## src/rtl/pipe_pkg.sv

```systemverilog
// Shared pipeline-control types: hazard FSM state encoding, zero register and the NOP
// instruction that an IF/ID flush loads.
package pipe_pkg;

  typedef enum logic {
    RUN      = 1'b0,
    MEM_WAIT = 1'b1
  } state_t;

  localparam logic [4:0]  REG_ZERO  = 5'd0;
  localparam logic [31:0] NOP_INSTR = 32'h0000_0013;

endpackage

```

## src/rtl/pipe_hazard_ctrl_sat_counter.sv

```systemverilog
// Saturating up-counter: holds at all-ones instead of wrapping; clr wins over inc.
module sat_counter #(
  parameter int W = 16
) (
  input  logic         clk,
  input  logic         arst_n,
  input  logic         inc,
  input  logic         clr,
  output logic [W-1:0] q
);

  always_ff @(posedge clk or negedge arst_n) begin
    if (!arst_n) begin
      q <= '0;
    end else if (clr) begin
      q <= '0;
    end else if (inc && (q != {W{1'b1}})) begin
      q <= q + 1'b1;
    end
  end

endmodule

```

## src/rtl/pipe_hazard_ctrl.sv

```systemverilog
// Pipeline stall/flush controller: memory wait > branch redirect > load-use > normal.
// Decisions are combinational from state and inputs; state, timeout and counters are registered.
module pipe_hazard_ctrl
  import pipe_pkg::*;
#(
  parameter int CNT_W   = 16,
  parameter int MEM_TMO = 64
) (
  input  logic             clk,
  input  logic             arst_n,
  input  logic [4:0]       id_rs1,
  input  logic [4:0]       id_rs2,
  input  logic             id_ex_memread,
  input  logic [4:0]       id_ex_rd,
  input  logic             ex_mem_br_taken,
  input  logic             dmem_req,
  input  logic             dmem_ack,
  output logic             pc_en,
  output logic             en_if_id,
  output logic             en_id_ex,
  output logic             en_ex_mem,
  output logic             en_mem_wb,
  output logic             flush_if_id,
  output logic             bubble_id_ex,
  output logic             flush_ex_mem,
  output logic             mem_err,
  output logic [CNT_W-1:0] stall_cnt,
  output logic [CNT_W-1:0] flush_cnt,
  output logic [CNT_W-1:0] ldu_cnt
);

  localparam logic [CNT_W-1:0] TMO_LIM = CNT_W'(MEM_TMO);

  state_t           state, state_nxt;
  logic [CNT_W-1:0] tmo, tmo_nxt;
  logic             ldu;
  logic             set_err;
  logic             inc_flush;
  logic             inc_ldu;

  assign ldu = id_ex_memread && (id_ex_rd != REG_ZERO) &&
               ((id_ex_rd == id_rs1) || (id_ex_rd == id_rs2));

  always_comb begin
    state_nxt    = RUN;
    tmo_nxt      = '0;
    set_err      = 1'b0;
    inc_flush    = 1'b0;
    inc_ldu      = 1'b0;
    pc_en        = 1'b1;
    en_if_id     = 1'b1;
    en_id_ex     = 1'b1;
    en_ex_mem    = 1'b1;
    en_mem_wb    = 1'b1;
    flush_if_id  = 1'b0;
    bubble_id_ex = 1'b0;
    flush_ex_mem = 1'b0;

    if ((state == MEM_WAIT) && !dmem_ack && (tmo == TMO_LIM)) begin
      // Timed out: drop the access and let the pipeline move on.
      set_err = 1'b1;
    end else if ((state == MEM_WAIT) ? !dmem_ack : (dmem_req && !dmem_ack)) begin
      pc_en     = 1'b0;
      en_if_id  = 1'b0;
      en_id_ex  = 1'b0;
      en_ex_mem = 1'b0;
      en_mem_wb = 1'b0;
      state_nxt = MEM_WAIT;
      tmo_nxt   = (state == RUN) ? CNT_W'(1) : tmo + 1'b1;
    end else if (ex_mem_br_taken) begin
      flush_if_id  = 1'b1;
      bubble_id_ex = 1'b1;
      flush_ex_mem = 1'b1;
      inc_flush    = 1'b1;
    end else if (ldu) begin
      pc_en        = 1'b0;
      en_if_id     = 1'b0;
      bubble_id_ex = 1'b1;
      inc_ldu      = 1'b1;
    end
  end

  always_ff @(posedge clk or negedge arst_n) begin
    if (!arst_n) begin
      state   <= RUN;
      tmo     <= '0;
      mem_err <= 1'b0;
    end else begin
      state <= state_nxt;
      tmo   <= tmo_nxt;
      if (set_err) begin
        mem_err <= 1'b1;
      end
    end
  end

  sat_counter #(.W(CNT_W)) u_stall_cnt (
    .clk    (clk),
    .arst_n (arst_n),
    .inc    (!pc_en),
    .clr    (1'b0),
    .q      (stall_cnt)
  );

  sat_counter #(.W(CNT_W)) u_flush_cnt (
    .clk    (clk),
    .arst_n (arst_n),
    .inc    (inc_flush),
    .clr    (1'b0),
    .q      (flush_cnt)
  );

  sat_counter #(.W(CNT_W)) u_ldu_cnt (
    .clk    (clk),
    .arst_n (arst_n),
    .inc    (inc_ldu),
    .clr    (1'b0),
    .q      (ldu_cnt)
  );

endmodule

```

## config.mk

```make
export PLATFORM = sky130hd
export DESIGN_NAME = pipe_hazard_ctrl
export DESIGN_NICKNAME = d
export VERILOG_FILES = /design/src/rtl/pipe_pkg.sv /design/src/rtl/pipe_hazard_ctrl_sat_counter.sv /design/src/rtl/pipe_hazard_ctrl.sv
export SDC_FILE = /design/constraint.sdc
export NUM_CORES = 1
export LEC_CHECK = 0
export BUFFER_PORTS_ARGS = -buffer_cell sky130_fd_sc_hd__buf_2
export CAP_MARGIN = 20
export CORE_MARGIN = 3
export CORE_UTILIZATION = 54
export DETAILED_ROUTE_END_ITERATION = 8
export GPL_TIMING_DRIVEN = 1
export PLACE_DENSITY = 0.86
export SKIP_LAST_GASP = 1
export SYNTH_ARGS = -nofsm -noshare
export SYNTH_HDL_FRONTEND = slang
export SYNTH_SLANG_ARGS = --single-unit
```

## constraint.sdc

```tcl
create_clock -name clk -period 3 [get_ports clk]
set_input_delay 0.75 -clock clk [delete_from_list [all_inputs] [get_ports clk]]
set_output_delay 0.75 -clock clk [all_outputs]
set_load 0.005 [all_outputs]
```

==> out/results.txt <==
outcome: complete, no violations
post-synth top area cell: dfrtp_1
Initial Util: 0.581
initial antenna violation count: 0
area grow syn2layout: 18.7%
library cells used by synthesis: 40
Setup TNS: 0 ps
Post-Synth Adder-Cell Area: 0.0189
# resized after CTS: 0
worst clock skew: 7.70 ps
Simple-Gate Fraction of Synth Area: 0.225
Final Max Slew Viols: 0
RSZ-0062 raised after global routing: false
number of synthesis warnings: 0
Post-synth EDFFs: 0
routability-driven placement congestion ratio: 0.828
worst-skew pair later-pin latency: 330 ps
cts bufs inserted: 9
mux contribution to synthesized area: 0.0136
Syn Area/Cell: 10.5 µm²
hold_sp: mem_err$_DFFE_PN0N_
FF-to-FF End: u_stall_cnt.q[1]$_DFFE_PN0P_
Hold Buf Count CTS: 0
postcts setup bufs: 0
Avg Vias per Cell: 5.55
Worst-path clk slew: 70 ps
Worst Path Required: 2250 ps
drt total wl: 6850 µm
clk buf depth: 2
first-pass GRT wire length: 11,600 µm
worst hold path type: reg2reg
P_leak: 1.85 nW
DR vias: 2,638
die area: 7120 µm²
Main synth FF type: dfrtp_1
Fill cells: 428
r2r setup slk: 750 ps
Syn Inst Count: 316
CP endpoint kind: primary output
Worst Setup Path Type: reg2out
Setup crit start kind: register
DP Wirelength: 4990 µm
Final nets: 424
total congestion overflow: 0
share of the synthesized area in the top cell type: 0.498
# H-tree levels: 3
syn_nets: 342
Post-Synth XOR/XNOR Area: 0.174
Min Clock Period, post-route: 2780 ps
final setup fails: 0
crit share post-route: 0.926
critical path arrival: 2030 ps
asr flop ratio synth: 1.00
vias in the first global route: 2,517
final setup margin: 222 ps
Site Rows: 27
largest net degree at the start of global routing: 67
Tightest Pin Transition: 790 ps
peak fanout along the critical path: 5
Synth Area in Compound Gates: 0.0415
met3 Usage GRT: 0.0422
Avg WL per Cell: 14.4 µm
worst vdd ir: 0.415 mV
Max-Cap Viols: 0
# diodes: 0
I/O Buffers: 77
CTS tree: done
grt met1 use: 0.272
setup slack at placement: 287 ps
WHS Endpoint: mem_err$_DFFE_PN0N_
GR Util All Layers: 0.202
cells on worst reg2reg path: 9
layer with the highest usage: met2
Mapped Area: 3320 µm²
core outline area: 5710 µm²
met2 Usage GRT: 0.317
die height: 84.4 µm
RR Startpoint: tmo[0]$_DFF_PN0_
CTS sink cnt: 66
Yosys reg bits: 66
main combinational cell family by area after synthesis: simple AND/OR/NAND/NOR gates
register area share after synthesis: 0.498
Final Hold Viols: 0
P per Cell Area: 550 nW/µm²
Area contributors post-synth: dfrtp_1 50%, xnor2_1 14%, nand4_1 4.5%, nand2_1 3.7%, nand3_1 3.6%
initial drt markers: 178
worst rel slew slack: 0.473
hold path depth: 1
Die Wd: 84.4 µm
# DRC: 0
IO Pins: 78
fmax: 360 MHz
Antenna Nets Post-Route: 0
Root Driver: clkbuf_8
Pre-Repair DR Iteration Count: 4
layout cells sized above 1: 0.270
layout make-up:
type                            count  area, µm²  share of cell area
Inverter                            9       33.8             0.00859
Timing Repair Buffer               79        400               0.102
Tap cell                           72       90.1              0.0229
Sequential cell                    66       1650               0.420
Clock inverter                      4       25.0             0.00636
Clock buffer                       12        165              0.0420
Multi-Input combinational cell    233       1570               0.399
Yosys cell counts (all sizes together), types with 2 or more instances:
library cell and instances:
buf 7, or2 2, nor3b 2, nand2 33, a21oi 4, and3 13
o31ai 2, a41oi 2, nor4 4, mux2 4, nor2 27, and4 3
inv 9, nand3 24, nor3 4, dfrtp 66, nand4 24, ha 5
and4bb 2, xor2 13, a211oi 2, xnor2 53
layout by cell type (no fill, tap or decap), types with 9 or more instances in the layout:
master,netlist,layout
dfrtp_1,66,66
nor2_1,26,26
clkbuf_8,0,12
nand3_1,24,24
inv_1,9,9
and3_1,11,11
nand4_1,24,24
xnor2_1,53,53
xor2_1,13,13
nand2_1,33,33
buf_2,1,77
state kept, by name, indices dropped and copies added (netlist names):
name           flops
u_stall_cnt.q     16
tmo               16
state              1
mem_err            1
u_ldu_cnt.q       16
u_flush_cnt.q     16
power breakdown:
part	leakage [nW]	switching (mW)	internal [mW]
logic	0.865	0.185	0.189
clock network	0.0944	0.332	0.365
registers	0.891	0.111	0.981
how the worst max path moves through the flow:
stage                startpoint  depth (start not counted)  endpoint  slack (ps)
3_3_place_gp        id_ex_rd[1]                          7     pc_en         300
2_1_floorplan       id_ex_rd[1]                          7     pc_en         360
5_1_grt        tmo[0]$_DFF_PN0_                          8  en_if_id         100
3_5_place_dp        id_ex_rd[1]                          7  en_if_id         290
6_report       tmo[0]$_DFF_PN0_                          8  en_if_id         220
4_1_cts        tmo[0]$_DFF_PN0_                          8  en_if_id         180
layer usage:
layer	vias up	wire, µm
li1	1259	-
met1	1292	3100
met2	77	3240
met3	10	405
met4	0	111
met5	-	0
cells by family after synthesis:
family	Yosys count
and+or+nand+nor	142
AOI/OAI and AO/OA	16
adders and majority gates	5
muxes	4
xor gates and xnor gates	66
buffers and inverters	17
DFF	66
worst max-delay path, stage by stage, from the launching register on:
cell and delay [ps]:
dfrtp_1 430, inv_1 80, ha_1 140, and4bb_1 200
nand4_1 120, or2_4 280, a22o_4 260, inv_1 80
buf_2 110
through the flow:
step           power, mW  utilization  hold WS, ps  cells  instance area (µm²)
2_1_floorplan       1.30            -          439    316                 3320
5_1_grt             2.28        0.689          489    475                 3940
3_3_place_gp        1.47        0.656          450    459                 3740
4_1_cts             2.19        0.689          466    475                 3940
3_5_place_dp        1.49        0.656          452    459                 3740
6_report            2.16        0.689          467    475                 3940
(Power assumes the default switching activity.)
